===== config.mk =====
export PLATFORM = sky130hd
export DESIGN_NAME = br_resolve_unit
export DESIGN_NICKNAME = d
export VERILOG_FILES = /design/src/rtl/br_pkg.sv /design/src/rtl/br_cmp_core.sv /design/src/rtl/br_resolve_unit.sv
export SDC_FILE = /design/constraint.sdc
export NUM_CORES = 1
export LEC_CHECK = 0
export CORE_MARGIN = 3
export CORE_UTILIZATION = 40
export CTS_BUF_LIST = sky130_fd_sc_hd__clkbuf_8
export DETAILED_ROUTE_END_ITERATION = 12
export MAX_ROUTING_LAYER = met4
export PLACE_DENSITY = 0.65
export SYNTH_ARGS = -nofsm -noshare
export SYNTH_HDL_FRONTEND = slang
export SYNTH_SLANG_ARGS = --single-unit

===== constraint.sdc =====
create_clock -name clk -period 3.45 [get_ports clk]
set_clock_uncertainty 0.15 [all_clocks]
set_input_delay 0.5175 -clock clk [delete_from_list [all_inputs] [get_ports clk]]
set_output_delay 0.5175 -clock clk [all_outputs]
set_load 0.02 [all_outputs]

===== src/rtl/br_pkg.sv =====
// Shared definitions for the branch-resolution unit: op encodings and the S2 result record.
package br_pkg;

  localparam int unsigned BR_PC_W = 32;

  localparam logic [2:0] BR_BEQ  = 3'b000;
  localparam logic [2:0] BR_BNE  = 3'b001;
  localparam logic [2:0] BR_BLT  = 3'b100;
  localparam logic [2:0] BR_BGE  = 3'b101;
  localparam logic [2:0] BR_BLTU = 3'b110;
  localparam logic [2:0] BR_BGEU = 3'b111;

  // Unused funct3 slots in the branch opcode space
  localparam logic [2:0] BR_ILL0 = 3'b010;
  localparam logic [2:0] BR_ILL1 = 3'b011;

  typedef struct packed {
    logic               taken;
    logic               illegal;
    logic               misalign;
    logic [BR_PC_W-1:0] next_pc;
  } br_result_t;

  function automatic logic br_is_illegal(input logic [2:0] op);
    return (op == BR_ILL0) || (op == BR_ILL1);
  endfunction

endpackage


===== src/rtl/br_cmp_core.sv =====
// Combinational branch condition evaluator: signed/unsigned compare selected by funct3.
module br_cmp_core
  import br_pkg::*;
(
  input  logic [31:0] a,
  input  logic [31:0] b,
  input  logic [2:0]  op,
  output logic        cond_true,
  output logic        illegal
);

  logic eq;
  logic lt;
  logic ltu;

  assign eq  = (a == b);
  assign lt  = ($signed(a) < $signed(b));
  assign ltu = (a < b);

  always_comb begin
    cond_true = 1'b0;
    case (op)
      BR_BEQ:  cond_true = eq;
      BR_BNE:  cond_true = !eq;
      BR_BLT:  cond_true = lt;
      BR_BGE:  cond_true = !lt;
      BR_BLTU: cond_true = ltu;
      BR_BGEU: cond_true = !ltu;
      default: cond_true = 1'b0;
    endcase
  end

  assign illegal = br_is_illegal(op);

endmodule


===== src/rtl/br_resolve_unit.sv =====
// Two-stage branch resolution unit (S1 input register, S2 result register) with valid/ready and flush.
// Optional feature macro: BR_MISALIGN_CHECK_EN enables the taken-target alignment flag.
module br_resolve_unit
  import br_pkg::*;
#(
  parameter int unsigned ADDR_W = 32
) (
  input  logic              clk,
  input  logic              rst_n,
  input  logic              in_valid,
  output logic              in_ready,
  input  logic [2:0]        in_op,
  input  logic [31:0]       in_a,
  input  logic [31:0]       in_b,
  input  logic [ADDR_W-1:0] in_pc,
  input  logic [ADDR_W-1:0] in_imm,
  input  logic              flush,
  output logic              out_valid,
  input  logic              out_ready,
  output logic              out_taken,
  output logic [ADDR_W-1:0] out_next_pc,
  output logic              out_illegal,
  output logic              out_misalign
);

  logic              s1_valid;
  logic [2:0]        s1_op;
  logic [31:0]       s1_a;
  logic [31:0]       s1_b;
  logic [ADDR_W-1:0] s1_pc;
  logic [ADDR_W-1:0] s1_imm;

  br_result_t        s2_q;
  br_result_t        res_d;

  logic              s2_free;
  logic              s1_free;
  logic              cond_true;
  logic              illegal;
  logic              taken;
  logic [ADDR_W-1:0] target;
  logic [ADDR_W-1:0] fall_pc;

  assign s2_free  = !out_valid || out_ready;
  assign s1_free  = !s1_valid || s2_free;
  assign in_ready = s1_free;

  br_cmp_core u_cmp (
    .a         (s1_a),
    .b         (s1_b),
    .op        (s1_op),
    .cond_true (cond_true),
    .illegal   (illegal)
  );

  always_comb begin
    target        = s1_pc + s1_imm;
    fall_pc       = s1_pc + ADDR_W'(4);
    taken         = cond_true && !illegal;
    res_d         = '0;
    res_d.taken   = taken;
    res_d.illegal = illegal;
    res_d.next_pc = BR_PC_W'(taken ? target : fall_pc);
`ifdef BR_MISALIGN_CHECK_EN
    res_d.misalign = taken && (target[1:0] != 2'b00);
`else
    res_d.misalign = 1'b0;
`endif
  end

  always_ff @(posedge clk or negedge rst_n) begin
    if (!rst_n) begin
      s1_valid  <= 1'b0;
      s1_op     <= '0;
      s1_a      <= '0;
      s1_b      <= '0;
      s1_pc     <= '0;
      s1_imm    <= '0;
      out_valid <= 1'b0;
      s2_q      <= '0;
    end else if (flush) begin
      // Flush wins over any capture or advance in the same cycle
      s1_valid  <= 1'b0;
      out_valid <= 1'b0;
    end else begin
      if (s1_free) begin
        s1_valid <= in_valid;
        if (in_valid) begin
          s1_op  <= in_op;
          s1_a   <= in_a;
          s1_b   <= in_b;
          s1_pc  <= in_pc;
          s1_imm <= in_imm;
        end
      end
      if (s2_free) begin
        out_valid <= s1_valid;
        if (s1_valid) s2_q <= res_d;
      end
    end
  end

  assign out_taken    = s2_q.taken;
  assign out_illegal  = s2_q.illegal;
  assign out_misalign = s2_q.misalign;
  assign out_next_pc  = ADDR_W'(s2_q.next_pc);

endmodule

=== Word-level counts from Yosys, hierarchy flattened ===
Cells that the tools add are included.
W data, S select, Z words.

* Register bits after elaboration: 167
* Input bits: 136
* Output and inout port bits: 37
* Logic and storage cells: 44

* Add/subtract/negate cells: 2
* Order comparisons: 2
* Eq/ne operators: 8
* Multiplexer cells: 6
* Bitwise gates (word level): 1
* Reductions and logical operators: 15

{| class="wikitable"
|+ Operators with widths
! cell !! count
|-
| $lt A32 B32 Y1 || 2
|-
| $add A32 B3 Y32 const B || 1
|-
| $add A32 B32 Y32 || 1
|-
| $eq A32 B32 Y1 || 1
|-
| $mux W32 || 1
|-
| $eq A3 B3 Y1 const B || 4
|-
| $eq A3 B2 Y1 const B || 2
|-
| $logic_not A1 Y1 || 6
|-
| $pmux W1 S6 || 1
|-
| $reduce_and A3 Y1 || 2
|-
| $mux W1 || 4
|-
| $reduce_bool A2 Y1 || 2
|-
| $eq A3 B1 Y1 const B || 1
|-
| $logic_not A3 Y1 || 1
|-
| $logic_or A1 B1 Y1 || 3
|-
| $logic_and A1 B1 Y1 || 1
|-
| $not A1 Y1 || 1
|}

=== Logic depth before layout (Yosys ltp) ===
* Depth in word-level cells: 5
* Gate-level depth with buffers: 12
* Depth with buffers taken out: 11

=== Cells and area by module ===
From an unflattened synthesis, not the netlist that was laid out.

* Cells, all modules: 894
* Area total of the unflattened synthesis: 9495.4 um2

{| class="wikitable"
|+ By module, submodules not included
! module !! times used !! cells an instance !! area an instance (um2) !! seq. area each (um2)
|-
| br_resolve_unit || 1 || 773 || 8624.5 || 4179.0
|-
| br_cmp_core || 1 || 121 || 870.8 || 0.0
|}

=== Worst setup path before layout ===
Ideal clock, no wire load.

* Path type: register to register
* Start point: register s1_pc[17]
* End point: register s2_q (netlist bit out_next_pc[27])
* Setup time: 0.077 ns
* Data arrival time: 2.656 ns
* Data required time: 3.223 ns
* Setup slack: 0.567 ns
* Stages on the path, launching flop included: 10
* Buffers on the path: 0
* Clock period less this slack: 2.883 ns
* Cells stage by stage: dfrtp_1 -> ha_1 -> or4_4 -> a211oi_2 -> o2bb2ai_2 -> a2111oi_4 -> nor3_2 -> or4b_1 -> and3_1 -> o21ai_1

* Word-level cells in the longest chain between the ends: 2
* Elaborated cells on any way between the ends: 3
* Classes of those cells: 2 x add/sub; 1 x mux

{| class="wikitable"
|+ RTL lines
! element !! line !! source
|-
| from (decl) || br_resolve_unit.sv:30 || <nowiki>logic [ADDR_W-1:0] s1_pc;</nowiki>
|-
| from (signal assigned) || br_resolve_unit.sv:92 || <nowiki>s1_pc <= in_pc;</nowiki>
|-
| $add A32 B3 Y32 or $add A32 B32 Y32 (tied branches) || br_resolve_unit.sv:58, br_resolve_unit.sv:57 ||
|-
| $mux W32 (*) || br_resolve_unit.sv:63 || <nowiki>res_d.next_pc = BR_PC_W'(taken ? target : fall_pc);</nowiki>
|-
| to (signal assigned) || br_resolve_unit.sv:98 || <nowiki>if (s1_valid) s2_q <= res_d;</nowiki>
|-
| to (decl) || br_resolve_unit.sv:33 || <nowiki>br_result_t s2_q;</nowiki>
|}

Mark *: on every way between the ends. The rest lies on a longest branch, timed or not.
A chain may end at the register's enable or synchronous reset.

=== Final worst setup path ===
Ends and elaborated chain as after synthesis.

==> key figures <==
Clock tree
  – CTS root buffer: clkbuf_8
  – Htree depth: 4
  – CTS clk-pin slew, worst paths: 100 ps
  – Total CTS buffers: 17
  – Worst-Skew Late Latency: between 400 and 500 ps
  – CTS tree: yes
  – Clock Path Buffers: 2
  – CTS sink count: 167

Detailed routing
  – DR WL/cell: 16.3 um
  – DR vias: 7,097
  – DR vias/cell: 5.13
  – WL final: between 20,000 and 25,000 um
  – Initial DRC Count: just over 300
  – Drt drc: 0
  – Detailed Routing Iterations Pass 1: 4
  – Detail Route Antenna Nets: 0

Global route
  – First-pass GRT wire length: 37,500 um
  – Largest net degree at the start of global routing: 72
  – Vias in the first global route: 7,361
  – Initial antenna violation count: 2
  – Grt total ovfl: 0
  – Gr usage total: 18.5%

Power and ir drop
  – Leakage power: 5.21 nW
  – Pwr per Cell Area: 574 nW/um2
  – Maximum vdd drop: between 0.0002 and 0.00025 V

Timing
  – Actual slew at the worst max-slew pin: 566 ps
  – Hold Violations, Final: 0
  – Final Cycle Share: 90.2%
  – Final setup vio count: 0
  – TNS Setup: 0 ps
  – Slew Limit Fails: 0
  – Fin crit period: approximately 3100 ps
  – RSZ-0062 raised after global routing: no
  – Max Clk Rate: 321 MHz
  – Final hold slack: about 330 ps
  – Normalized max-slew margin: 61.8%

Layout
  – Fin cells: 1,383
  – Fill count: 2,075
  – Fraction of layout cells with a size suffix above 1: 18.4%
  – Fin nets: approximately 1,300
  – Final Cell Area: roughly 12,000 um2
  – P&R area growth vs syn: 26.7%

Floorplan
  – I/O pin cnt: 173
  – Core area: 23,100 um2
  – Die height: 160 um
  – Row count: 55
  – Die Area: 25,700 um2
  – Die width: between 150 and 200 um
  – Initial Util: roughly 41%

Synth
  – Share of the synthesized area in the top cell type: 43.8%
  – Post-synth EDFFs: 0
  – Largest cells by area after synthesis: dfrtp_1 (44%), mux2_2 (15%), ha_1 (8.4%)
  – Synth Register Bits: 167
  – Synthesis Warnings: 0
  – Post-Synthesis Cells: 878
  – Syn Area/Cell: approximately 11 um2
  – Sequential cell area fraction in the yosys report: between 40% and 50%
  – Synth Flop Type: dfrtp_1
  – Async set-reset flop share out of synthesis: 100%
  – Post-synth top cells: dfrtp_1 (167), mux2_2 (131), nand2_1 (74)
  – Synth area leader: dfrtp_1
  – Most common cell in the netlist: dfrtp_1
  – Mapped Area: between 9000 and 10,000 um2
  – Yosys cell types: 68
  – Mapped Nets: about 1,100

Place
  – Post-DP HPWL: 17,300 um
  – Placed cell area: 11,600 um2
  – Port bufs: approximately 170
  – # placed instances: 1,348
  – Gpl congestion: 0.899

Setup path
  – Kind of critical path: flip-flop to flip-flop
  – WP data arrival: 3370 ps
  – Required time worst endpoint: 3700 ps
  – Worst Path Max Fanout: 6
  – Crit path capture type: flip-flop
  – Startpoint Class: flip-flop

Job
  – Maxcap violations: 0

Min path
  – Min-Delay Path Class: flip-flop to flip-flop

Run status
  – Status: finished, final reports clean
[cells by family (layout without fill, tap and decap cells)]
logic type / count (synthesis) / count (layout) / share of synthesized area, %
and+or+nand+nor: 202 / 202 / 10.4
DFF: 167 / 167 / 43.8
AOI/OAI and AO/OA: 157 / 157 / 10.6
muxes: 152 / 152 / 17.7
buffers and inverters: 78 / 268 / 3.67
adders and majority gates: 65 / 65 / 8.60
xor gates and xnor gates: 56 / 56 / 5.14
other: 1 / 3 / 0.0393
[path summary, 6_finish.rpt]
check,startpoint,to,slack [ps],depth (start not counted)
min in group asynchronous,rst_n,s1_imm[12]$_DFFE_PN0P_,340,2
worst min register to register,out_illegal$_DFFE_PN0P_,out_illegal$_DFFE_PN0P_,330,2
max in group asynchronous,rst_n,s1_pc[24]$_DFFE_PN0P_,1970,3
worst max-delay path,s1_pc[17]$_DFFE_PN0P_,out_next_pc[27]$_DFFE_PN0P_,340,9
worst max register to register,s1_pc[17]$_DFFE_PN0P_,out_next_pc[27]$_DFFE_PN0P_,340,9
worst min-delay path,out_illegal$_DFFE_PN0P_,out_illegal$_DFFE_PN0P_,330,2
[critical path, stage by stage, from the launching register on]
cell and delay, ps:
dfrtp_1 460, ha_1 290, or4_4 560, a211oi_2 230
o2bb2ai_2 120, a2111oi_4 340, nor3_2 130, or4b_1 480
and3_1 180, o21ai_1 110
[power breakdown]
| group | internal (W) | leakage, nW | total (W) | switching, W |
|---|---|---|---|---|
| clock | 0.000559 | 0.209 | 0.00143 | 0.000876 |
| sequential | 0.00236 | 1.99 | 0.00267 | 0.000317 |
| combinational | 0.00142 | 3.01 | 0.00283 | 0.00141 |
| total | 0.00434 | 5.21 | 0.00694 | 0.00260 |
[registers in the layout, summed over array words and instances, names as in the netlist]
| name | cells |
|---|---|
| s1_imm | 32 |
| out_taken | 1 |
| s1_op | 3 |
| s1_pc | 32 |
| out_valid | 1 |
| out_next_pc | 32 |
| s1_valid | 1 |
| s1_a | 32 |
| s1_b | 32 |
| out_illegal | 1 |
[layout make-up]
cell class	count	area, um2	area share [%]
antenna	2	5.00	0.0414
clock buffer	17	234	1.94
tap	313	392	3.24
clock inverter	15	185	1.53
sequential	167	4180	34.6
inverter	48	180	1.49
multi-input combinational	633	5020	41.5
timing repair buffer	188	1890	15.7
[placed cells by master, fill, tap and decap left out, types with 3 or more instances in the layout]
cell / instances
clkdlybuf4s50_1: 170
clkinv_8: 6
a21oi_1: 46
nor3_1: 12
mux2_2: 131
inv_1: 48
a21o_1: 9
xor2_1: 19
nand4_1: 17
nand3b_1: 3
o211ai_1: 8
o21a_1: 4
inv_6: 3
a31oi_1: 7
mux2i_1: 19
nand2_1: 74
nor2_1: 38
o21ai_0: 17
or3_1: 8
o21ai_1: 28
nor2b_1: 5
a211oi_1: 5
nand3_1: 18
buf_4: 12
xnor2_1: 37
o21bai_1: 4
clkbuf_8: 17
and3_1: 8
buf_12: 4
nand2b_1: 4
dfrtp_1: 167
ha_1: 64
[timing repair]
| action | in CTS | in global routing |
|---|---|---|
| hold buffers | 1 | 0 |
| gates resized for setup | 0 | 1 |
| endpoints found under the hold margin | 29 | 0 |
| endpoints found under the setup margin | 0 | 5 |
| buffers inserted | 0 | 0 |
[routing by layer]
metal | vias up | global-route usage [%] | share of wire, %
met5 | - | - | 0
met4 | 0 | 4.93 | 1.5
met3 | 25 | 5.96 | 7.2
met2 | 176 | 28.9 | 47
met1 | 3396 | 23.2 | 45
li1 | 3500 | - | -
[metrics by stage]
step	worst slack, ps	utilization [%]	total power [W]
after global routing	138	52.4	0.00743
after detailed placement	282	50.5	0.00555
after floorplan	567	-	0.00453
after global placement	318	50.5	0.00551
after CTS	219	52.4	0.00702
final	337	52.4	0.00694
(Power assumes the default switching activity.)
